--- src/rtl/systolic_seq_pkg.sv ---
// systolic_seq_pkg: shared types and helpers for the systolic tile sequencer.
//   seq_state_t : sequencer FSM state encoding (also exported for debug)
//   drain_len() : wavefront drain time in cycles for a DIM x DIM array
package systolic_seq_pkg;

  typedef enum logic [2:0] {
    IDLE  = 3'd0,
    CLR   = 3'd1,
    FEED  = 3'd2,
    DRAIN = 3'd3,
    OUT   = 3'd4,
    DONE  = 3'd5
  } seq_state_t;

  // Skew depth (dim-1) plus traversal of the array (dim).
  function automatic int drain_len(input int dim);
    return 2 * dim - 1;
  endfunction

endpackage

--- src/rtl/systolic_tile_sequencer_if.sv ---
// systolic_tile_sequencer_if: all tile-level signals of the sequencer.
//   scheduler side : start, k_len (in); busy, done (out)
//   datapath side  : acc_clear, skew_clear, feed_en, feed_addr (out)
//   result stream  : out_valid, out_row, acc_shift (out); out_ready (in)
//   debug          : dbg_state (out), current FSM state
//   stall_cnt      : present only with SYSTOLIC_SEQ_PERF_CNT_EN
// Modport master is the sequencer; slave is the environment around it.
//
// Result handshake: a row beat transfers in every cycle where
// out_valid=1 and out_ready=1. While out_valid=1 and out_ready=0 the
// presented out_row is held unchanged; out_valid never drops before its
// beat transfers.
interface systolic_tile_sequencer_if
  import systolic_seq_pkg::*;
#(
  parameter int DIM = 4,
  parameter int K_W = 8
);
  logic                   start;
  logic [K_W-1:0]         k_len;
  logic                   busy;
  logic                   done;
  logic                   acc_clear;
  logic                   skew_clear;
  logic                   feed_en;
  logic [K_W-1:0]         feed_addr;
  logic                   out_valid;
  logic                   out_ready;
  logic [$clog2(DIM)-1:0] out_row;
  logic                   acc_shift;
  seq_state_t             dbg_state;
`ifdef SYSTOLIC_SEQ_PERF_CNT_EN
  logic [31:0]            stall_cnt;
`endif

  modport master (
    input  start, k_len, out_ready,
    output busy, done, acc_clear, skew_clear, feed_en, feed_addr,
           out_valid, out_row, acc_shift, dbg_state
`ifdef SYSTOLIC_SEQ_PERF_CNT_EN
    , output stall_cnt
`endif
  );

  modport slave (
    output start, k_len, out_ready,
    input  busy, done, acc_clear, skew_clear, feed_en, feed_addr,
           out_valid, out_row, acc_shift, dbg_state
`ifdef SYSTOLIC_SEQ_PERF_CNT_EN
    , input stall_cnt
`endif
  );

endinterface

--- src/rtl/seq_down_counter.sv ---
// seq_down_counter: loadable down counter with a zero flag.
//   clk, clear    : clock, synchronous active-low reset
//   load/load_val : load takes priority over decrement
//   dec           : decrement by one, sticks at zero
//   cnt, zero     : current count and cnt==0
module seq_down_counter #(
  parameter int W = 8
) (
  input  logic         clk,
  input  logic         clear,
  input  logic         load,
  input  logic [W-1:0] load_val,
  input  logic         dec,
  output logic [W-1:0] cnt,
  output logic         zero
);

  always_ff @(posedge clk) begin
    if (!clear)                  cnt <= '0;
    else if (load)               cnt <= load_val;
    else if (dec && cnt != '0)   cnt <= cnt - W'(1);
  end

  assign zero = (cnt == '0);

endmodule

--- src/rtl/systolic_tile_sequencer.sv ---
// systolic_tile_sequencer: sequences one output tile through a DIM x DIM
// systolic array: clear -> feed k_len columns -> drain -> stream DIM rows.
//   clk   : single clock
//   clear : synchronous active-low reset, aborts any tile in flight
//   bus   : systolic_tile_sequencer_if.master (scheduler, datapath, result
//           stream and debug state)
// Optional feature macro SYSTOLIC_SEQ_PERF_CNT_EN adds bus.stall_cnt, the
// number of OUT cycles spent waiting on out_ready in the last tile.
module systolic_tile_sequencer
  import systolic_seq_pkg::*;
#(
  parameter int DIM = 4,
  parameter int K_W = 8
) (
  input  logic                         clk,
  input  logic                         clear,
  systolic_tile_sequencer_if.master    bus
);

  localparam int CW = $clog2(2 * DIM);
  localparam int RW = $clog2(DIM);

  seq_state_t     state, state_nx;
  logic [K_W-1:0] k_len_q;
  logic           accept;

  logic [K_W-1:0] feed_cnt;
  logic           feed_zero;
  logic [CW-1:0]  drain_cnt;
  logic           drain_zero;
  logic [CW-1:0]  beat_cnt;
  logic           beat_zero;
  logic [CW-1:0]  row_full;
  logic           drain_cnt_unused;

  assign accept = (state == IDLE) && bus.start;

  always_ff @(posedge clk) begin
    if (!clear) state <= IDLE;
    else        state <= state_nx;
  end

  always_comb begin
    state_nx = state;
    case (state)
      IDLE:    if (bus.start) state_nx = (bus.k_len != '0) ? CLR : DONE;
      CLR:     state_nx = FEED;
      FEED:    if (feed_zero) state_nx = DRAIN;
      DRAIN:   if (drain_zero) state_nx = OUT;
      OUT:     if (bus.acc_shift && beat_zero) state_nx = DONE;
      DONE:    state_nx = IDLE;
      default: state_nx = IDLE;
    endcase
  end

  always_ff @(posedge clk) begin
    if (!clear)      k_len_q <= '0;
    else if (accept) k_len_q <= bus.k_len;
  end

  // Each counter is loaded in the cycle before its state is entered, so it
  // holds (length-1) on the first cycle and reaches zero on the last one.
  seq_down_counter #(.W(K_W)) u_feed_cnt (
    .clk      (clk),
    .clear    (clear),
    .load     (state == CLR),
    .load_val (k_len_q - K_W'(1)),
    .dec      (state == FEED),
    .cnt      (feed_cnt),
    .zero     (feed_zero)
  );

  seq_down_counter #(.W(CW)) u_drain_cnt (
    .clk      (clk),
    .clear    (clear),
    .load     ((state == FEED) && feed_zero),
    .load_val (CW'(drain_len(DIM) - 1)),
    .dec      (state == DRAIN),
    .cnt      (drain_cnt),
    .zero     (drain_zero)
  );

  seq_down_counter #(.W(CW)) u_beat_cnt (
    .clk      (clk),
    .clear    (clear),
    .load     ((state == DRAIN) && drain_zero),
    .load_val (CW'(DIM - 1)),
    .dec      (bus.acc_shift),
    .cnt      (beat_cnt),
    .zero     (beat_zero)
  );

  assign drain_cnt_unused = ^drain_cnt;

  // Address and row index count up; derive them from the down counters.
  assign row_full = CW'(DIM - 1) - beat_cnt;

  assign bus.busy       = (state != IDLE);
  assign bus.done       = (state == DONE);
  assign bus.acc_clear  = (state == CLR);
  assign bus.skew_clear = (state == CLR);
  assign bus.feed_en    = (state == FEED);
  assign bus.feed_addr  = (state == FEED) ? (k_len_q - K_W'(1) - feed_cnt) : '0;
  assign bus.out_valid  = (state == OUT);
  assign bus.out_row    = (state == OUT) ? row_full[RW-1:0] : '0;
  assign bus.acc_shift  = bus.out_valid & bus.out_ready;
  assign bus.dbg_state  = state;

`ifdef SYSTOLIC_SEQ_PERF_CNT_EN
  logic [31:0] stall_q;

  always_ff @(posedge clk) begin
    if (!clear)      stall_q <= '0;
    else if (accept) stall_q <= '0;
    else if (bus.out_valid && !bus.out_ready && stall_q != 32'hFFFF_FFFF)
      stall_q <= stall_q + 32'd1;
  end

  assign bus.stall_cnt = stall_q;
`endif

endmodule
--- src/flat_wrapper.sv ---
// flat-port wrapper written by rule: the top's interface ports become plain ports
module systolic_tile_sequencer_flat import systolic_seq_pkg::*;
#(
  parameter int DIM = 4,
  parameter int K_W = 8
)
  (clk, clear, bus_start, bus_k_len, bus_out_ready, bus_busy, bus_done, bus_acc_clear, bus_skew_clear, bus_feed_en, bus_feed_addr, bus_out_valid, bus_out_row, bus_acc_shift, bus_dbg_state);
  systolic_tile_sequencer_if #(.DIM(DIM), .K_W(K_W)) bus_i ();
  input  logic clk;
  input  logic clear;
  input wire logic [$bits(bus_i.start)-1:0] bus_start;
  input wire logic [$bits(bus_i.k_len)-1:0] bus_k_len;
  input wire logic [$bits(bus_i.out_ready)-1:0] bus_out_ready;
  output wire logic [$bits(bus_i.busy)-1:0] bus_busy;
  output wire logic [$bits(bus_i.done)-1:0] bus_done;
  output wire logic [$bits(bus_i.acc_clear)-1:0] bus_acc_clear;
  output wire logic [$bits(bus_i.skew_clear)-1:0] bus_skew_clear;
  output wire logic [$bits(bus_i.feed_en)-1:0] bus_feed_en;
  output wire logic [$bits(bus_i.feed_addr)-1:0] bus_feed_addr;
  output wire logic [$bits(bus_i.out_valid)-1:0] bus_out_valid;
  output wire logic [$bits(bus_i.out_row)-1:0] bus_out_row;
  output wire logic [$bits(bus_i.acc_shift)-1:0] bus_acc_shift;
  output wire logic [$bits(bus_i.dbg_state)-1:0] bus_dbg_state;
  assign bus_i.start = bus_start;
  assign bus_i.k_len = bus_k_len;
  assign bus_i.out_ready = bus_out_ready;
  assign bus_busy = bus_i.busy;
  assign bus_done = bus_i.done;
  assign bus_acc_clear = bus_i.acc_clear;
  assign bus_skew_clear = bus_i.skew_clear;
  assign bus_feed_en = bus_i.feed_en;
  assign bus_feed_addr = bus_i.feed_addr;
  assign bus_out_valid = bus_i.out_valid;
  assign bus_out_row = bus_i.out_row;
  assign bus_acc_shift = bus_i.acc_shift;
  assign bus_dbg_state = bus_i.dbg_state;
  systolic_tile_sequencer #(.DIM(DIM), .K_W(K_W)) u_core (.clk(clk), .clear(clear), .bus(bus_i));
endmodule
--- config.mk ---
export PLATFORM = sky130hd
export DESIGN_NAME = systolic_tile_sequencer_flat
export DESIGN_NICKNAME = d
export VERILOG_FILES = /design/src/rtl/systolic_seq_pkg.sv /design/src/rtl/systolic_tile_sequencer_if.sv /design/src/rtl/seq_down_counter.sv /design/src/rtl/systolic_tile_sequencer.sv /design/src/flat_wrapper.sv
export SDC_FILE = /design/constraint.sdc
export NUM_CORES = 1
export LEC_CHECK = 0
export CAP_MARGIN = 40
export CORE_UTILIZATION = 53
export CTS_BUF_LIST = sky130_fd_sc_hd__clkbuf_16
export DETAILED_ROUTE_END_ITERATION = 7
export PLACE_DENSITY = 0.8
export SLEW_MARGIN = 20
export SYNTH_ARGS = -nofsm -noshare
export SYNTH_HDL_FRONTEND = slang
export SYNTH_SLANG_ARGS = --single-unit
export TNS_END_PERCENT = 20
--- constraint.sdc ---
create_clock -name clk -period 3.52 [get_ports clk]
set_input_delay 0.88 -clock clk [delete_from_list [all_inputs] [get_ports clk]]
set_output_delay 0.88 -clock clk [all_outputs]
set_load 0.005 [all_outputs]
Yosys cells after proc, flatten, opt, wreduce, memory -nomap -nowiden
Index checks and enable logic that the tools add are counted.
{"block": "word_totals", "reg_bits": 25, "out_inout_bits": 20, "elab_cells": 60, "input_bits": 12}
{"block": "op_classes", "n_bitwise": 2, "addsub": 6, "n_mux": 14, "n_reduce_logical": 22, "eq_ne": 9}
{"operator": "$mux 8", "n": 3}
{"operator": "$mux 3", "n": 7}
{"operator": "$reduce_bool 8->1", "n": 2}
{"operator": "$sub 8x1->8 const B", "n": 2}
{"operator": "$pmux 3 s5", "n": 1}
{"operator": "$logic_not 3->1", "n": 3}
{"operator": "$reduce_bool 3->1", "n": 3}
{"operator": "$logic_not 8->1", "n": 1}
{"operator": "$sub 8x8->8", "n": 1}
{"operator": "$logic_and 1x1->1", "n": 7}
{"operator": "$eq 3x2->1 const B", "n": 2}
{"operator": "$eq 3x3->1 const B", "n": 2}
{"operator": "$mux 2", "n": 3}
{"operator": "$reduce_bool 2->1", "n": 3}
{"operator": "$sub 3x1->3 const B", "n": 2}
{"operator": "$ne 2x1->1 const B", "n": 2}
{"operator": "$ne 2x2->1 const B", "n": 2}
{"operator": "$reduce_and 4->1", "n": 1}
{"operator": "$reduce_or 2->1", "n": 2}
{"operator": "$eq 3x1->1 const B", "n": 1}
{"operator": "$sub 2x2->2 const A", "n": 1}
{"operator": "$and 1x1->1", "n": 1}
{"operator": "$not 1->1", "n": 1}

Longest topological paths before layout
{"block": "depth", "word_depth": 5, "ltp_mapped": 10}

Cells and area by module
From an unflattened synthesis, not the netlist that was laid out.
{"block": "unflattened", "cells_unflattened": 246, "area_unflattened_um2": 1928.1}
{"module": "systolic_tile_sequencer", "area_per_inst_um2": 1049.8, "cells_per_inst": 146, "seq_area_each_um2": 220.2, "instances": 1}
{"module": "seq_down_counter (u_core.u_feed_cnt)", "area_per_inst_um2": 508.0, "cells_per_inst": 58, "seq_area_each_um2": 160.2, "instances": 1}
{"module": "seq_down_counter (u_core.u_beat_cnt ...)", "area_per_inst_um2": 185.2, "cells_per_inst": 21, "seq_area_each_um2": 60.1, "instances": 2}

Worst setup path before layout
No wires, ideal clock.
{"block": "synth_timing", "path_kind": "register to output", "from": "register u_core.k_len_q[0]", "to": "output port bus_feed_addr[7]", "arrival_time_ns": 2.198, "path_buffers": 0, "setup_slack_ns": 0.442, "stages_incl_launch_ff": 9, "cell_sequence": "dfxtp_1 -> or4_4 -> nor2_1 -> xor2_1 -> ha_1 -> or4_1 -> o22ai_1 -> xor2_1 -> nor2_1"}
{"block": "synth_between", "elab_chain_cells": 3}
{"element": "start: declaration", "line": "systolic_tile_sequencer.sv:24", "rtl": "logic [K_W-1:0] k_len_q;"}
{"element": "start signal: assignment", "line": "systolic_tile_sequencer.sv:58", "rtl": "else if (accept) k_len_q <= bus.k_len;"}
{"element": "$sub 8x1->8", "line": "systolic_tile_sequencer.sv:103", "rtl": "assign bus.feed_addr = (state == FEED) ? (k_len_q - K_W'(1) - feed_cnt) : '0;"}
{"element": "$sub 8x8->8", "line": "systolic_tile_sequencer.sv:103"}
{"element": "$mux 8", "line": "systolic_tile_sequencer.sv:103"}
{"element": "end: declaration", "line": "flat_wrapper.sv:19", "rtl": "output wire logic [$bits(bus_i.feed_addr)-1:0] bus_feed_addr;"}
Every way passes these cells.

Final worst setup path
Same ends and word-level chain as after synthesis.

==> impl_metrics.ini <==
[floorplan]
initial_utilization = 0.575
die_area_um2 = 3660
io_pins = 32
std_cell_rows = 20
coreArea_um2 = 3150
die_h_um = 60.5
die_w_um = 60.5

[detailed_routing]
drc = 0
routedWlPerCell_um = 13.6
ant_nets = 0
avgViaCountPerCell = 5.53
first_pass_iters = 4
drtIter0Drc = 102
vias = 1703
wl_mm = 4.20

[grt]
busiest_layer = met2
grt.overflow.total = 0
antenna_found_initial = 0
met1_usage = 0.326
grt_pass1_wl_mm = 6.84
grt.total_usage = 0.251
gr-usage-met3 = 0.0512
use_met2 = 0.427
grt_max_degree = 27
grt_pass1_vias = 1508

[power_and_ir_drop]
ir_worst_vdd_uv = 417
p_leak_uw = 0.000994
power_density_nw_per_um2 = 972
power.total_uw = 2280

[setup_path]
required_ns = 2.64
arrival_ns = 2.72
reg2reg_from = u_core.bus.dbg_state[1]
endpoint_kind = output pin
worstSetupStartpointType = flop
worstSetupPathType = flop to output pin
rrSetupSlack_ns = 1.50
critPathLaunch = u_core.k_len_q[0]
worst-path-max-fanout = 5
crit-reg2reg-capture = u_core.u_feed_cnt.cnt[4]
rr_worst_depth = 5

[hold_path]
hold_path.class = flop to flop
min_from = u_core.u_feed_cnt.cnt[3]
whs_path_depth = 2
hold_end = u_core.u_feed_cnt.cnt[3]

[cts]
root_buffer = clkbuf_16
clk_pin_slew_ns = 0.07
cts_hold_buf = 0
numCtsBuffers = 3
post_cts_buffers = 0
cts.sinks = 25
cts_tree = yes
cts_max_path_buffers = 2
h-tree-depth = 1
insertion_delay_ns = 0.26

[logic_synthesis]
synth.area.top_cells = dfxtp_1, ha_1, nand2_1
ys_ff_latch = 25
yosysMostFrequentCell = nand2_1
synth_area_um2 = 1810
yosysWarnings = 0
ys.flop_type = dfxtp_1
synth-edff-count = 0
synth_top_cell_by_area = dfxtp_1
yosysUniqueCellTypes = 49
synthTopCellsByCount = nand2_1, dfxtp_1, inv_1
synth_nets = 257
synthArstFlopShare = 0
ys_seq_area_frac = 0.276
syn_inst = 230
syn_avg_cell_area_um2 = 7.89
yosys.area.top_type_share = 0.276

[timing]
hold_violations = 0
rsz0062_at_grt = true
setup_ws_ns = -0.0805
max_freq_ghz = 0.278
fin_skew_ns = 0.00201
fin_crit_ns = 3.60
tightest_slew_ns = 0.834
timing.slew.headroom = 0.439
drv_slew = 0
finalSetupViolations = 1
timing.final.crit_share = 1.02
fin_setup_tns_ns = -0.0805

[final_layout]
diodes = 0
drive_gt1_frac = 0.106
nets = 292
fin_util = 0.742
syn_to_final_growth_pct = 29.0

[run_status]
violations = setup timing
status = finished with violations

[placed_design]
post-place-ws_ns = -0.0601
gp_congestion = 0.833
detailed_place_hpwl_mm = 3.16
io_buffers = 31

[run]
maxCapViolCount = 0
## timing repair
item                       4_1_cts  5_1_grt
setup endpoints to repair        5        4
pin swaps                        1        2
resized for setup               12        7
## placed cells by master (no fill, tap or decap), drive strengths merged, types with 3 or more instances in the layout
cell type      synthesis  final
nand2                 28     28
clkdlybuf4s50          0     26
dfxtp                 25     25
inv                   20     20
nor2                  16     16
ha                    14     14
a21boi                11     11
nor3                  10     10
a21oi                  9      9
o21ai                  9      9
buf                    3      8
o21a                   7      7
nor2b                  6      6
xnor2                  6      6
nor3b                  5      5
xor2                   4      4
mux2i                  4      4
and3                   4      4
nand4                  4      4
dlygate4sd2            0      4
nor4                   4      4
nand3                  4      4
a31oi                  3      3
clkbuf                 6      3
## report_power, final
part | internal (uW) | switching [uW]
Combinational | 742 | 795
Clock | 154 | 103
Sequential | 375 | 105
## flip-flops by register name (all words and copies together) (netlist names)
signal and cells:
u_core.u_feed_cnt.cnt 8, u_core.u_drain_cnt.cnt 3, u_core.bus.dbg_state 3, u_core.u_beat_cnt.cnt 3
u_core.k_len_q 8
## how the worst max path moves through the flow
stage	to	cells after the start	slack, ns
finish	bus_feed_addr[7]	10	-0.08
global route	bus_feed_addr[7]	10	-0.17
CTS	bus_feed_addr[6]	11	-0.07
detailed placement	bus_feed_addr[4]	10	-0.06
global placement	bus_feed_addr[7]	9	0.04
floorplan	bus_feed_addr[7]	8	0.44
## metrics by stage
stage | hold WS (ns) | instance area (um2) | instances
CTS | 0.514 | 2300 | 308
global route | 0.542 | 2340 | 308
detailed placement | 0.501 | 2200 | 304
global placement | 0.488 | 2200 | 304
finish | 0.517 | 2340 | 308
floorplan | 0.467 | 1810 | 230
## layer usage
| layer | up-vias | routed length, um |
|---|---|---|
| li1 | 877 | - |
| met1 | 777 | 1920 |
| met2 | 45 | 2050 |
| met3 | 4 | 195 |
| met4 | 0 | 40 |
| met5 | - | 0 |
## critical path, stage by stage (launching register included)
cell and delay, ns:
dfxtp_1 0.32, or4_4 0.54, nor2_2 0.10, xor2_1 0.24, ha_1 0.34, nor2_1 0.20, nor3b_2 0.08, o22ai_2 0.16
xor2_1 0.15, nor2_1 0.05, dlygate4sd2_1 0.28
## kinds of logic (layout without fill, tap and decap cells)
| group | Yosys count | after routing | synth area share |
|---|---|---|---|
| compound gates | 51 | 51 | 0.190 |
| xor+xnor | 11 | 11 | 0.0607 |
| fa+ha+maj | 15 | 15 | 0.108 |
| buf+inv | 29 | 63 | 0.0634 |
| flops | 25 | 25 | 0.276 |
| mux | 4 | 4 | 0.0221 |
| simple gates | 95 | 95 | 0.280 |
## area by class of cell
type	instances	area [um2]
Timing Repair Buffer	39	368
Clock buffer	3	75.1
Inverter	20	75.1
Multi-Input combinational cell	176	1260
Fill cell	269	812
Tap cell	44	55.1
Sequential cell	25	500
Clock inverter	1	7.51
No activity file was read; power rests on OpenSTA's default activity.
